File: src/rtl/prog_sequencer.sv
// prog_sequencer: owns the processor instruction store and sequences bring-up.
//   A program is streamed in byte-wide while the processor is held in reset:
//   16-bit little-endian word count, then each word as lo byte, hi byte.
//   The processor is then released, instructions are fetched combinationally
//   from `pc`, and when `pc` runs past the loaded length the processor is put
//   back in reset and `done` is raised.
// Optional: define PROG_SEQ_CHECKSUM_EN to require a trailing XOR checksum
//   byte over all length and data bytes before the processor is released.
// Ports:
//   clk, rst        clock, asynchronous active-high reset
//   in_valid/in_ready/in_byte  loader byte stream (ready only while loading)
//   load_req        abort run / restart load (wins over everything but rst)
//   pc              processor program counter (PC_W bits)
//   instruction     fetched word, NOP_WORD when pc >= loaded_len
//   cpu_rst         registered processor reset
//   done            program ran past its end
//   err             length overflow (or checksum mismatch)
//   loaded_len      number of words stored (saturates at DEPTH)
module prog_sequencer #(
  parameter int unsigned ADDR_W   = 8,
  parameter int unsigned PC_W     = 16,
  parameter logic [15:0] NOP_WORD = 16'h0000
) (
  input  logic              clk,
  input  logic              rst,
  input  logic              in_valid,
  output logic              in_ready,
  input  logic [7:0]        in_byte,
  input  logic              load_req,
  input  logic [PC_W-1:0]   pc,
  output logic [15:0]       instruction,
  output logic              cpu_rst,
  output logic              done,
  output logic              err,
  output logic [ADDR_W:0]   loaded_len
);

  localparam int unsigned DEPTH   = 2 ** ADDR_W;
  localparam int unsigned CW      = (PC_W > ADDR_W + 1) ? PC_W : ADDR_W + 1;
  localparam logic [16:0] DEPTH17 = 17'(DEPTH);

  typedef enum logic [2:0] {
    S_LOAD_LEN0,
    S_LOAD_LEN1,
    S_LOAD_DATA,
    S_RUN,
    S_DONE,
    S_CHK
  } state_t;

`ifdef PROG_SEQ_CHECKSUM_EN
  localparam state_t LOAD_EXIT = S_CHK;
`else
  localparam state_t LOAD_EXIT = S_RUN;
`endif

  state_t            state_q, state_d;
  logic [15:0]       len_q, len_d;
  logic [15:0]       widx_q, widx_d;
  logic              hi_phase_q, hi_phase_d;
  logic [7:0]        lo_q, lo_d;
  logic [ADDR_W:0]   loaded_len_q, loaded_len_d;
  logic              cpu_rst_q, cpu_rst_d;
  logic              done_q, done_d;
  logic              err_q, err_d;
`ifdef PROG_SEQ_CHECKSUM_EN
  logic [7:0]        chk_q, chk_d;
`endif

  logic [15:0]       mem [DEPTH];
  logic              mem_we;
  logic [ADDR_W-1:0] mem_waddr;
  logic [15:0]       mem_wdata;

  logic              xfer;
  logic              in_range;
  logic [15:0]       len_full;

  assign in_range = CW'(pc) < CW'(loaded_len_q);
  assign len_full = {in_byte, len_q[7:0]};
  assign xfer     = in_valid && in_ready;

  always_comb begin
    in_ready = 1'b0;
    if (!load_req) begin
      unique case (state_q)
        S_LOAD_LEN0, S_LOAD_LEN1, S_LOAD_DATA: in_ready = 1'b1;
`ifdef PROG_SEQ_CHECKSUM_EN
        S_CHK:                                 in_ready = 1'b1;
`endif
        default:                               in_ready = 1'b0;
      endcase
    end
  end

  always_comb begin
    state_d      = state_q;
    len_d        = len_q;
    widx_d       = widx_q;
    hi_phase_d   = hi_phase_q;
    lo_d         = lo_q;
    loaded_len_d = loaded_len_q;
    done_d       = done_q;
    err_d        = err_q;
`ifdef PROG_SEQ_CHECKSUM_EN
    chk_d        = chk_q;
`endif
    // Registered from the current state so the processor leaves reset one
    // cycle after RUN is entered and re-enters it one cycle after leaving.
    cpu_rst_d    = (state_q != S_RUN);
    mem_we       = 1'b0;
    mem_waddr    = widx_q[ADDR_W-1:0];
    mem_wdata    = {in_byte, lo_q};

    if (load_req) begin
      state_d      = S_LOAD_LEN0;
      len_d        = '0;
      widx_d       = '0;
      hi_phase_d   = 1'b0;
      loaded_len_d = '0;
      done_d       = 1'b0;
      err_d        = 1'b0;
      cpu_rst_d    = 1'b1;
`ifdef PROG_SEQ_CHECKSUM_EN
      chk_d        = '0;
`endif
    end else begin
`ifdef PROG_SEQ_CHECKSUM_EN
      if (xfer && state_q != S_CHK) chk_d = chk_q ^ in_byte;
`endif
      unique case (state_q)
        S_LOAD_LEN0: begin
          if (xfer) begin
            len_d[7:0] = in_byte;
            state_d    = S_LOAD_LEN1;
          end
        end
        S_LOAD_LEN1: begin
          if (xfer) begin
            len_d[15:8] = in_byte;
            if ({1'b0, len_full} > DEPTH17) begin
              err_d        = 1'b1;
              loaded_len_d = (ADDR_W + 1)'(DEPTH);
            end else begin
              loaded_len_d = (ADDR_W + 1)'(len_full);
            end
            state_d = (len_full == 16'd0) ? LOAD_EXIT : S_LOAD_DATA;
          end
        end
        S_LOAD_DATA: begin
          if (xfer) begin
            if (!hi_phase_q) begin
              lo_d       = in_byte;
              hi_phase_d = 1'b1;
            end else begin
              hi_phase_d = 1'b0;
              // Words beyond the memory are consumed but dropped.
              mem_we     = ({1'b0, widx_q} < DEPTH17);
              widx_d     = widx_q + 16'd1;
              if (widx_q + 16'd1 == len_q) state_d = LOAD_EXIT;
            end
          end
        end
        S_RUN: begin
          if (!cpu_rst_q && !in_range) begin
            state_d = S_DONE;
            done_d  = 1'b1;
          end
        end
`ifdef PROG_SEQ_CHECKSUM_EN
        S_CHK: begin
          if (xfer) begin
            if (in_byte == chk_q) begin
              state_d = S_RUN;
            end else begin
              err_d   = 1'b1;
              state_d = S_DONE;
            end
          end
        end
`endif
        S_DONE:  state_d = S_DONE;
        default: state_d = S_LOAD_LEN0;
      endcase
    end
  end

  always_ff @(posedge clk or posedge rst) begin
    if (rst) begin
      state_q      <= S_LOAD_LEN0;
      len_q        <= '0;
      widx_q       <= '0;
      hi_phase_q   <= 1'b0;
      lo_q         <= '0;
      loaded_len_q <= '0;
      cpu_rst_q    <= 1'b1;
      done_q       <= 1'b0;
      err_q        <= 1'b0;
`ifdef PROG_SEQ_CHECKSUM_EN
      chk_q        <= '0;
`endif
    end else begin
      state_q      <= state_d;
      len_q        <= len_d;
      widx_q       <= widx_d;
      hi_phase_q   <= hi_phase_d;
      lo_q         <= lo_d;
      loaded_len_q <= loaded_len_d;
      cpu_rst_q    <= cpu_rst_d;
      done_q       <= done_d;
      err_q        <= err_d;
`ifdef PROG_SEQ_CHECKSUM_EN
      chk_q        <= chk_d;
`endif
    end
  end

  // Program store is deliberately not reset.
  always_ff @(posedge clk) begin
    if (mem_we) mem[mem_waddr] <= mem_wdata;
  end

  assign instruction = in_range ? mem[pc[ADDR_W-1:0]] : NOP_WORD;
  assign cpu_rst     = cpu_rst_q;
  assign done        = done_q;
  assign err         = err_q;
  assign loaded_len  = loaded_len_q;

endmodule

File: config.mk
export PLATFORM = sky130hd
export DESIGN_NAME = prog_sequencer
export DESIGN_NICKNAME = d
export VERILOG_FILES = /design/src/rtl/prog_sequencer.sv
export SDC_FILE = /design/constraint.sdc
export NUM_CORES = 2
export LEC_CHECK = 0
export CAP_MARGIN = 10
export CORE_MARGIN = 3
export CORE_UTILIZATION = 45
export CTS_BUF_LIST = sky130_fd_sc_hd__clkbuf_2 sky130_fd_sc_hd__clkbuf_4 sky130_fd_sc_hd__clkbuf_8
export CTS_CLUSTER_SIZE = 16
export DETAILED_ROUTE_END_ITERATION = 6
export PLACE_DENSITY_LB_ADDON = 0.15
export SYNTH_ARGS = -nofsm -noshare
export SYNTH_HDL_FRONTEND = slang
export SYNTH_SLANG_ARGS = --single-unit
export TNS_END_PERCENT = 1
File: constraint.sdc
create_clock -name clk -period 4.2 [get_ports clk]
set_clock_uncertainty 0.1 [all_clocks]
set_input_delay 1.05 -clock clk [delete_from_list [all_inputs] [get_ports clk]]
set_output_delay 1.05 -clock clk [all_outputs]
set_load 0.02 [all_outputs]
==> results.sh <==
export IMPL_pwr_share_seq_pct=54.0
export IMPL_dp_cells=13860
export IMPL_die_h_um=608.3
export IMPL_slew_headroom_pct=22.93
export IMPL_design_core_area_um2=360000
export IMPL_track_usage_pct=27.20
export IMPL_fin_crit_ns=5.663
export IMPL_syn_nets=8222
export IMPL_grt_max_degree=137
export IMPL_start_util_pct=45.34
export IMPL_area_growth_pct=19.99
export IMPL_synth_edf_count=4096
export IMPL_fp_dieArea_um2=370000
export IMPL_synth_commonest_cells="edfxtp_1 (4096), mux2i_1 (864), mux4_2 (575), nor2_1 (404), a221oi_1 (240)"
export IMPL_total_power_mw=89.81
export IMPL_grt_remaining_overflow=0
export IMPL_tightest_slew_ns=1.156
export IMPL_antenna_found_initial=36
export IMPL_layout_nets=9850
export IMPL_setup_viol=16
export IMPL_fill_cells=28230
export IMPL_vias=91780
export IMPL_drc_errors=0
export IMPL_powerDensity_nw_per_um2=458.5
export IMPL_vdd_ir_drop_max_mv=0.5367
export IMPL_cap_violations=0
export IMPL_cts_path_max_buffers=4
export IMPL_critPathMostFrequentCell="buf_4"
export IMPL_worstSetupPathType="input port to primary output"
export IMPL_cp_max_fo=8
export IMPL_cts_tree="yes"
export IMPL_drtAntennaViolNets=0
export IMPL_ys_warn_count=0
export IMPL_synthFlopType="edfxtp_1"
export IMPL_yosysMostFrequentCell="edfxtp_1"
export IMPL_hold_viol_final=0
export IMPL_clk_transition_reported_paths_ns=0.06
export IMPL_clock_sinks=4152
export IMPL_num_rows=220
export IMPL_wl_um=511800
export IMPL_switching_share_pct=24.63
export IMPL_grt_first_pass_wirelength_um=712700
export IMPL_ys_async_sr_fraction_pct=1.349
export IMPL_crit_path_end_kind="primary output"
export IMPL_start_kind="input port"
export IMPL_yosys_register_bits=4152
export IMPL_synthCells=8182
export IMPL_grt_pass1_vias=91000
export IMPL_status="finished, violations left"
export IMPL_failed_checks="negative setup slack"
export IMPL_worstSkewPairLatency_ns=1.21
export IMPL_numCtsBuffers=666
export IMPL_seq_area_frac_synth_pct=76.21
export IMPL_drt_pass1_iter_count=6
export IMPL_combPwrFrac_pct=8.5
export IMPL_drt_iter0_markers=12030
export IMPL_leakage_nw=66.11
export IMPL_rsz0062_at_grt="true"
export IMPL_p_int_mw=67.69
export IMPL_root_buffer="clkbuf_8"
export IMPL_setup_slack_ns=-1.463
export IMPL_hold_slack_ns=0.1672
export IMPL_clkPwrFrac_pct=37.5
export IMPL_synth_top_area_share_pct=75.35
export IMPL_syn_cell_area_um2=163200
export IMPL_hold_path_class="input port to async pin"
export IMPL_final_setup_tns_ns=-19.92
export IMPL_dp_slack_ns=-2.005
export IMPL_portBuffers=56
export IMPL_power_switching_mw=22.12
export IMPL_worstPathRequired_ns=3.05
export IMPL_worstPathCellList="buf_8 > buf_6 > nand2_1 > buf_4 > buf_4 > o21ai_0 > a21oi_2 > o211ai_1 > nand4_1 > buf_4 > a32o_2 > buf_6"
export IMPL_gp_congestion=0.8898
export IMPL_vias_per_cell=6.072
export IMPL_stdcell_count=15110
export IMPL_io_pins=57
export IMPL_synthDistinctLibCells=89
export IMPL_detail_route_wl_per_cell_um=33.86
export IMPL_synth_top_area_cell="edfxtp_1"
export IMPL_slowest_delay_ns=0.58
export IMPL_die_w_um=608.3
export IMPL_slowest_stage="o211ai_1"
export IMPL_critPathTopFamily="compound AO/OA/AOI/OAI gates"
export IMPL_syn_avg_cell_area_um2=19.95
export IMPL_fmax_ghz=0.1766
export IMPL_min_period_over_period_pct=134.8
export IMPL_arrival_ns=4.51
export IMPL_hpwl_um=324700
export IMPL_layout_drive_gt1_share_pct=32.53
export IMPL_slew_violations=0
export IMPL_htreeDepth=6
export IMPL_synth_area_leaders="edfxtp_1 (75%), mux4_2 (7.9%), mux2i_1 (5.3%), a221oi_1 (1.3%), nor2_1 (0.93%)"
export IMPL_path_buf_inv=6
[worst paths after layout]
path                                         to  cells past startpoint  startpoint  slack (ns)
worst max-delay path            instruction[11]                     12       pc[2]       -1.46
worst min-delay path                 state_q[2]                      2         rst        0.17
worst max register to register       state_q[1]                      8   widx_q[0]        0.72
worst min register to register              err                      2         err        0.44
max in group asynchronous             widx_q[7]                      3         rst        3.00
min in group clk                   mem[163][10]                      1  in_byte[2]        0.19
[what timing repair did]
| action | CTS | global route |
|---|---|---|
| gates resized for setup | 114 | 101 |
| endpoints found under the setup margin | 16 | 16 |
| hold buffers | 1 | 0 |
| pin swaps | 13 | 26 |
| buffers inserted | 13 | 31 |
| endpoints found under the hold margin | 11 | 0 |
| gates cloned | 6 | 7 |
[placed cells by master, fill, tap and decap left out, types with 106 or more instances in the layout]
| master | netlist | routed |
|---|---|---|
| nand2_1 | 136 | 122 |
| clkbuf_8 | 0 | 685 |
| clkbuf_4 | 7 | 193 |
| nor2_1 | 404 | 296 |
| clkinv_1 | 1 | 180 |
| a21oi_1 | 135 | 117 |
| edfxtp_1 | 4096 | 4096 |
| buf_12 | 8 | 349 |
| o21ai_0 | 217 | 209 |
| a221o_1 | 137 | 137 |
| a221oi_1 | 240 | 223 |
| mux2i_1 | 864 | 859 |
| mux4_2 | 575 | 577 |
| buf_4 | 51 | 1027 |
| nor2_2 | 0 | 106 |
[flip-flops by register name (all words and copies together), names as in the netlist]
| signal | cells |
|---|---|
| cpu_rst | 1 |
| done | 1 |
| err | 1 |
| hi_phase_q | 1 |
| len_q | 16 |
| lo_q | 8 |
| loaded_len | 9 |
| mem | 4096 |
| state_q | 3 |
| widx_q | 16 |
[power groups by stage]
| stage | clock network, mW | logic, mW | registers, mW |
|---|---|---|---|
| floorplan | 0 | 2.35 | 50.2 |
| global placement | 0 | 7.23 | 49.3 |
| detailed placement | 0 | 7.41 | 49.4 |
| CTS | 34.2 | 7.53 | 48.5 |
| global route | 36.1 | 7.94 | 48.5 |
| finish | 33.7 | 7.64 | 48.5 |
[area by class of cell]
class	count	area [um2]	share of cell area [%]
Clock inverter	309	1813	0.9256
Tap cell	4773	5972	3.049
Multi-Input combinational cell	3492	36300	18.53
Inverter	23	102.6	0.05238
Antenna cell	12	30.03	0.01533
Timing Repair Buffer	1475	16340	8.341
Clock buffer	878	10880	5.553
Sequential cell	4152	124400	63.53
[stage by stage]
| step | utilization, % | instance area (um2) |
|---|---|---|
| 2_1_floorplan | - | 163200 |
| 3_3_place_gp | 50.39 | 181400 |
| 3_5_place_dp | 50.39 | 181400 |
| 4_1_cts | 54.15 | 195000 |
| 5_1_grt | 54.40 | 195800 |
| 6_report | 54.40 | 195900 |
[logic make-up (layout without fill, tap and decap cells)]
family / Yosys count / count (layout) / synth area share [%]
AO/OA/AOI/OAI: 1095 / 1095 / 4.983
XOR/XNOR: 34 / 34 / 0.1824
adder cells (fa/ha/maj): 12 / 12 / 0.09198
buffers and inverters: 538 / 2685 / 2.196
flip-flops: 4152 / 4152 / 76.21
multiplexers: 1517 / 1517 / 14.05
other: 0 / 12 / 0
AND/OR/NAND/NOR: 834 / 834 / 2.280
[routing by layer]
metal	vias to the layer above	GRT usage, %	share of wire (%)
li1	37540	-	-
met1	48940	39.50	41
met2	4551	41.75	46
met3	734	5.781	9.6
met4	8	7.556	2.8
met5	-	0	0.013
(Power assumes the default switching activity.)
